## config.mk

```make
export PLATFORM = sky130hd
export DESIGN_NAME = klingon_counter
export DESIGN_NICKNAME = d
export VERILOG_FILES = /design/src/rtl/klingon_counter.sv
export SDC_FILE = /design/constraint.sdc
export NUM_CORES = 1
export LEC_CHECK = 0
export CAP_MARGIN = 20
export CELL_PAD_IN_SITES_DETAIL_PLACEMENT = 1
export CELL_PAD_IN_SITES_GLOBAL_PLACEMENT = 1
export CORE_MARGIN = 2
export CORE_UTILIZATION = 40
export CTS_BUF_LIST = sky130_fd_sc_hd__clkbuf_8
export DETAILED_ROUTE_END_ITERATION = 7
export PLACE_DENSITY_LB_ADDON = 0.1
export SLEW_MARGIN = 0
export SYNTH_ARGS = -nofsm -noshare
export SYNTH_HDL_FRONTEND = slang
export SYNTH_SLANG_ARGS = --single-unit
```

## constraint.sdc

```tcl
create_clock -name CLK -period 1.6 [get_ports CLK]
set_clock_uncertainty 0.05 [all_clocks]
set_input_delay 0.4 -clock CLK [delete_from_list [all_inputs] [get_ports CLK]]
set_output_delay 0.4 -clock CLK [all_outputs]
set_load 0.005 [all_outputs]
```

## src/rtl/klingon_counter.sv

```systemverilog
// klingon_counter: a single decimal digit (0..9) stepped up or down by two
// raw push-buttons. Each button is synchronized, then debounced by its own
// press/release FSM; an accepted press yields one step request.
// CARRY/BORROW pulse for one cycle on the 9->0 / 0->9 wraps.
module klingon_counter #(
  parameter int DB_CYCLES = 4
) (
  input  logic       CLK,
  input  logic       RST_N,
  input  logic       BTN_UP,
  input  logic       BTN_DOWN,
  input  logic       CLR,
  output logic [3:0] NUM,
  output logic       CARRY,
  output logic       BORROW
);

  // The counter never needs to hold DB_CYCLES itself: the transition fires
  // while it holds DB_CYCLES-1 and the next sample agrees.
  localparam int               CNT_W    = $clog2(DB_CYCLES + 1);
  localparam logic [CNT_W-1:0] CNT_LAST = CNT_W'(DB_CYCLES - 1);
  localparam logic [CNT_W-1:0] CNT_ONE  = CNT_W'(1);

  typedef enum logic [1:0] {
    IDLE      = 2'd0,
    PRESS_CHK = 2'd1,
    HELD      = 2'd2,
    REL_CHK   = 2'd3
  } dbState_e;

  // Bit 0 is the up button, bit 1 the down button.
  logic [1:0] btnRaw;
  logic [1:0] stepReq;

  assign btnRaw = {BTN_DOWN, BTN_UP};

  for (genvar b = 0; b < 2; b++) begin : gButton
    logic             syncMeta_q;
    logic             syncOut_q;
    dbState_e         state_q;
    dbState_e         state_d;
    logic [CNT_W-1:0] count_q;
    logic [CNT_W-1:0] count_d;
    logic             stepHit;

    // Two-flop synchronizer bringing the raw button into the CLK domain.
    always_ff @(posedge CLK or negedge RST_N) begin
      if (!RST_N) begin
        syncMeta_q <= 1'b0;
        syncOut_q  <= 1'b0;
      end else begin
        syncMeta_q <= btnRaw[b];
        syncOut_q  <= syncMeta_q;
      end
    end

    // Debounce state and agreement counter; CLR deliberately has no effect here.
    always_ff @(posedge CLK or negedge RST_N) begin
      if (!RST_N) begin
        state_q <= IDLE;
        count_q <= '0;
      end else begin
        state_q <= state_d;
        count_q <= count_d;
      end
    end

    // Next state: a level must be seen DB_CYCLES samples in a row to be accepted.
    always_comb begin
      state_d = state_q;
      count_d = count_q;
      case (state_q)
        IDLE: begin
          if (syncOut_q) begin
            state_d = PRESS_CHK;
            count_d = CNT_ONE;
          end
        end
        PRESS_CHK: begin
          if (!syncOut_q) begin
            state_d = IDLE;
            count_d = '0;
          end else if (count_q == CNT_LAST) begin
            state_d = HELD;
            count_d = '0;
          end else begin
            count_d = count_q + CNT_ONE;
          end
        end
        HELD: begin
          if (!syncOut_q) begin
            state_d = REL_CHK;
            count_d = CNT_ONE;
          end
        end
        REL_CHK: begin
          if (syncOut_q) begin
            state_d = HELD;
            count_d = '0;
          end else if (count_q == CNT_LAST) begin
            state_d = IDLE;
            count_d = '0;
          end else begin
            count_d = count_q + CNT_ONE;
          end
        end
        default: begin
          state_d = IDLE;
          count_d = '0;
        end
      endcase
    end

    // Step request fires on the single PRESS_CHK->HELD transition, so holding gives no repeat.
    always_comb begin
      stepHit = (state_q == PRESS_CHK) && syncOut_q && (count_q == CNT_LAST);
    end

    assign stepReq[b] = stepHit;
  end

  logic       upReq;
  logic       downReq;
  logic [3:0] num_q;
  logic [3:0] num_d;
  logic       carry_q;
  logic       carry_d;
  logic       borrow_q;
  logic       borrow_d;

  assign upReq   = stepReq[0];
  assign downReq = stepReq[1];

  // Digit update: CLR wins over requests, and opposing requests cancel.
  always_comb begin
    num_d    = num_q;
    carry_d  = 1'b0;
    borrow_d = 1'b0;
    if (CLR) begin
      num_d = 4'd0;
    end else if (upReq && !downReq) begin
      if (num_q >= 4'd9) begin
        num_d   = 4'd0;
        carry_d = 1'b1;
      end else begin
        num_d = num_q + 4'd1;
      end
    end else if (downReq && !upReq) begin
      if (num_q == 4'd0) begin
        num_d    = 4'd9;
        borrow_d = 1'b1;
      end else if (num_q > 4'd9) begin
        num_d = 4'd9;
      end else begin
        num_d = num_q - 4'd1;
      end
    end
  end

  // Registered digit and wrap pulses.
  always_ff @(posedge CLK or negedge RST_N) begin
    if (!RST_N) begin
      num_q    <= 4'd0;
      carry_q  <= 1'b0;
      borrow_q <= 1'b0;
    end else begin
      num_q    <= num_d;
      carry_q  <= carry_d;
      borrow_q <= borrow_d;
    end
  end

  assign NUM    = num_q;
  assign CARRY  = carry_q;
  assign BORROW = borrow_q;

  numInRange: assert property (@(posedge CLK) disable iff (!RST_N) num_q <= 4'd9);
  wrapExclusive: assert property (@(posedge CLK) disable iff (!RST_N) !(carry_q && borrow_q));
  carrySingle: assert property (@(posedge CLK) disable iff (!RST_N) carry_q |=> !carry_q);
  borrowSingle: assert property (@(posedge CLK) disable iff (!RST_N) borrow_q |=> !borrow_q);

endmodule

```

==> impl_metrics.env <==
export IMPL_path_max_fanout=4
export IMPL_numCtsBuffers=3
export IMPL_post_place_ws_ns=-0.158
export IMPL_startpoint_type="flop"
export IMPL_multi_input_area_um2=588
export IMPL_layout_drive_gt1_share_pct=38.9
export IMPL_num_vias=972
export IMPL_ff2ff_path_depth=6
export IMPL_fin_util_pct=61.9
export IMPL_static_leakage_power_nw=0.703
export IMPL_ys_seq_area_share_pct=47.7
export IMPL_whs_path_depth=0
export IMPL_io_buffers=10
export IMPL_r2r_end="NUM[2]$_DFFE_PN0P_"
export IMPL_hold_class="flop to flop"
export IMPL_cp_arrival_ns=1.83
export IMPL_final_cell_mix="buf_4, dfrtp_1, nand2_1, nor2_1, clkdlybuf4s50_1"
export IMPL_final_area_um2=1530
export IMPL_dp_hpwl_um=2010
export IMPL_grt_max_degree=21
export IMPL_post_route_period_util_pct=107
export IMPL_clockBufferDepth=2
export IMPL_fill_cells=299
export IMPL_clock_latency_ns=0.26
export IMPL_die_h_um=55.2
export IMPL_drv_slew=0
export IMPL_status="finished, violations left"
export IMPL_n_antenna_cell=0
export IMPL_gr_total_overflow=0
export IMPL_dr_pass1_iters=4
export IMPL_synth_cell_types=41
export IMPL_antenna_found_initial=0
export IMPL_first_iter_violations=24
export IMPL_regToRegStartpoint="NUM[0]$_DFFE_PN0P_"
export IMPL_yosysWarnings=0
export IMPL_timing_final_ws_setup_ns=-0.111
export IMPL_seqCellArea_um2=504
export IMPL_finalHoldViolations=0
export IMPL_final_common_cell="buf_4"
export IMPL_cts_max_level=1
export IMPL_slew_headroom_pct=71.2
export IMPL_cts_tree="yes"
export IMPL_initial_core_util_pct=42.3
export IMPL_grt_total_usage_pct=20.3
export IMPL_tightest_slew_ns=0.429
export IMPL_critPathKind="flop to flop"
export IMPL_synth_cells=105
export IMPL_die_area_um2=3050
export IMPL_core_area_um2=2480
export IMPL_setup_viol=4
export IMPL_num_rows=18
export IMPL_worst_setup_path_end_kind="flop"
export IMPL_syn_to_final_growth_pct=46.2
export IMPL_first_global_vias=1133
export IMPL_ir_drop_mv=0.809
export IMPL_ys_async_sr_fraction_pct=100
export IMPL_syn_num_nets=115
export IMPL_die_x_um=55.2
export IMPL_ys_dominant_reg_cell="dfrtp_1"
export IMPL_avgViaCountPerCell=5.43
export IMPL_clk_pin_slew_worst_paths_ns=0.07
export IMPL_yosys_register_bits=20
export IMPL_ctsHoldBuffers=0
export IMPL_clock_root_buffer="clkbuf_8"
export IMPL_violations="setup timing"
export IMPL_min_delay_worst_endpoint="gButton[0].syncOut_q$_DFF_PN0_"
export IMPL_num_io_pins=11
export IMPL_cts_sinks=20
export IMPL_antenna_left=0
export IMPL_grt_pass1_wl_um=4980
export IMPL_min_from="gButton[0].syncMeta_q$_DFF_PN0_"
export IMPL_cellPowerDensity_nw_per_um2=1170
export IMPL_final_period_minus_worst_setup_slack_ns=1.71
export IMPL_gp_congestion=0.805
export IMPL_wirelength_um=2730
export IMPL_rsz0062_at_grt="true"
export IMPL_cp_required_ns=1.72
export IMPL_placed_area_um2=1380
export IMPL_nets=160
export IMPL_max_freq_ghz=0.584
export IMPL_r2r_slack_ns=-0.11
export IMPL_routedWlPerCell_um=15.3
export IMPL_netlist_area_um2=1050
export IMPL_power_mw=1.79
export IMPL_avgSynthCellArea_um2=9.99
export IMPL_synth_edf_count=0
export IMPL_drc=0
export IMPL_maxCapViolations=0
## sequential cells by signal (all words and copies together), names as in the netlist, named ones only
register and cells:
gButton.syncMeta_q 2, NUM 4, CARRY 1, gButton.count_q 6
BORROW 1, gButton.syncOut_q 2, gButton.state_q 2
## report_power, final
group / leakage (nW) / total, mW / internal (mW) / switching (mW)
clock network: 0.0288 / 0.387 / 0.219 / 0.168
registers: 0.251 / 0.686 / 0.611 / 0.0746
logic: 0.423 / 0.720 / 0.360 / 0.359
total: 0.703 / 1.79 / 1.19 / 0.602
## stage by stage
step           setup TNS [ns]  instances  hold WS [ns]
2_1_floorplan         -0.0520        105        0.0544
5_1_grt                -0.617        179         0.330
4_1_cts                -0.294        177         0.306
3_5_place_dp           -0.307        166         0.289
3_3_place_gp           -0.187        166         0.284
6_report               -0.275        179         0.306
## synthesized netlist by cell type (2+ instances only)
cell type  instances  area [um^2]
dfrtp_1           20          500
nand2_1           12         45.0
nor2_1             9         33.8
inv_1              6         22.5
a21oi_1            5         25.0
ha_1               5         62.6
o21ai_0            5         25.0
a221oi_1           3         26.3
nand3_1            3         15.0
a41oi_1            2         17.5
nor3b_1            2         15.0
o211ai_1           2         15.0
or4_1              2         15.0
xnor2_1            2         17.5
## cells by family after synthesis
family	count (synthesis)	share of synthesized area, %
DFF	20	47.7
xor gates and xnor gates	3	2.51
AOI/OAI and AO/OA	24	15.4
adders and majority gates	5	5.97
buffers and inverters	7	2.51
and+or+nand+nor	45	24.9
muxes	1	0.955
## metal layers
metal  share of wire (%)  GRT usage (%)
met3                 2.3           3.51
met4                 1.6           7.32
met1                  43           25.7
met2                  53           34.5
met5                   0              0
## repair_timing
action,CTS,global route
pin swaps,3,3
buffers inserted,7,2
endpoints found under the setup margin,8,5
gates resized for setup,11,4
## worst max-delay path, cell delays in order, from the launching register on
cell and delay (ns):
dfrtp_2 0.44, inv_2 0.09, ha_4 0.14, or3b_4 0.41
nand2_4 0.10, a41oi_2 0.11, a221oi_2 0.28
## worst max path at each step
| stage | startpoint | endpoint | cells past startpoint |
|---|---|---|---|
| after floorplan | NUM[1]$_DFFE_PN0P_ | NUM[2]$_DFFE_PN0P_ | 6 |
| after global placement | NUM[0]$_DFFE_PN0P_ | NUM[2]$_DFFE_PN0P_ | 6 |
| after detailed placement | NUM[0]$_DFFE_PN0P_ | NUM[2]$_DFFE_PN0P_ | 6 |
| after CTS | NUM[0]$_DFFE_PN0P_ | NUM[2]$_DFFE_PN0P_ | 6 |
| after global routing | NUM[0]$_DFFE_PN0P_ | NUM[2]$_DFFE_PN0P_ | 6 |
| final | NUM[0]$_DFFE_PN0P_ | NUM[2]$_DFFE_PN0P_ | 6 |
## layout make-up
| class | count | area share [%] |
|---|---|---|
| clock buffers | 4 | 3.59 |
| inverters | 6 | 1.47 |
| multi-input cells | 78 | 38.4 |
| flip-flops and latches | 20 | 32.9 |
| well taps | 30 | 2.45 |
| repair buffers | 41 | 21.2 |
Power figures use the tool's default switching activity.
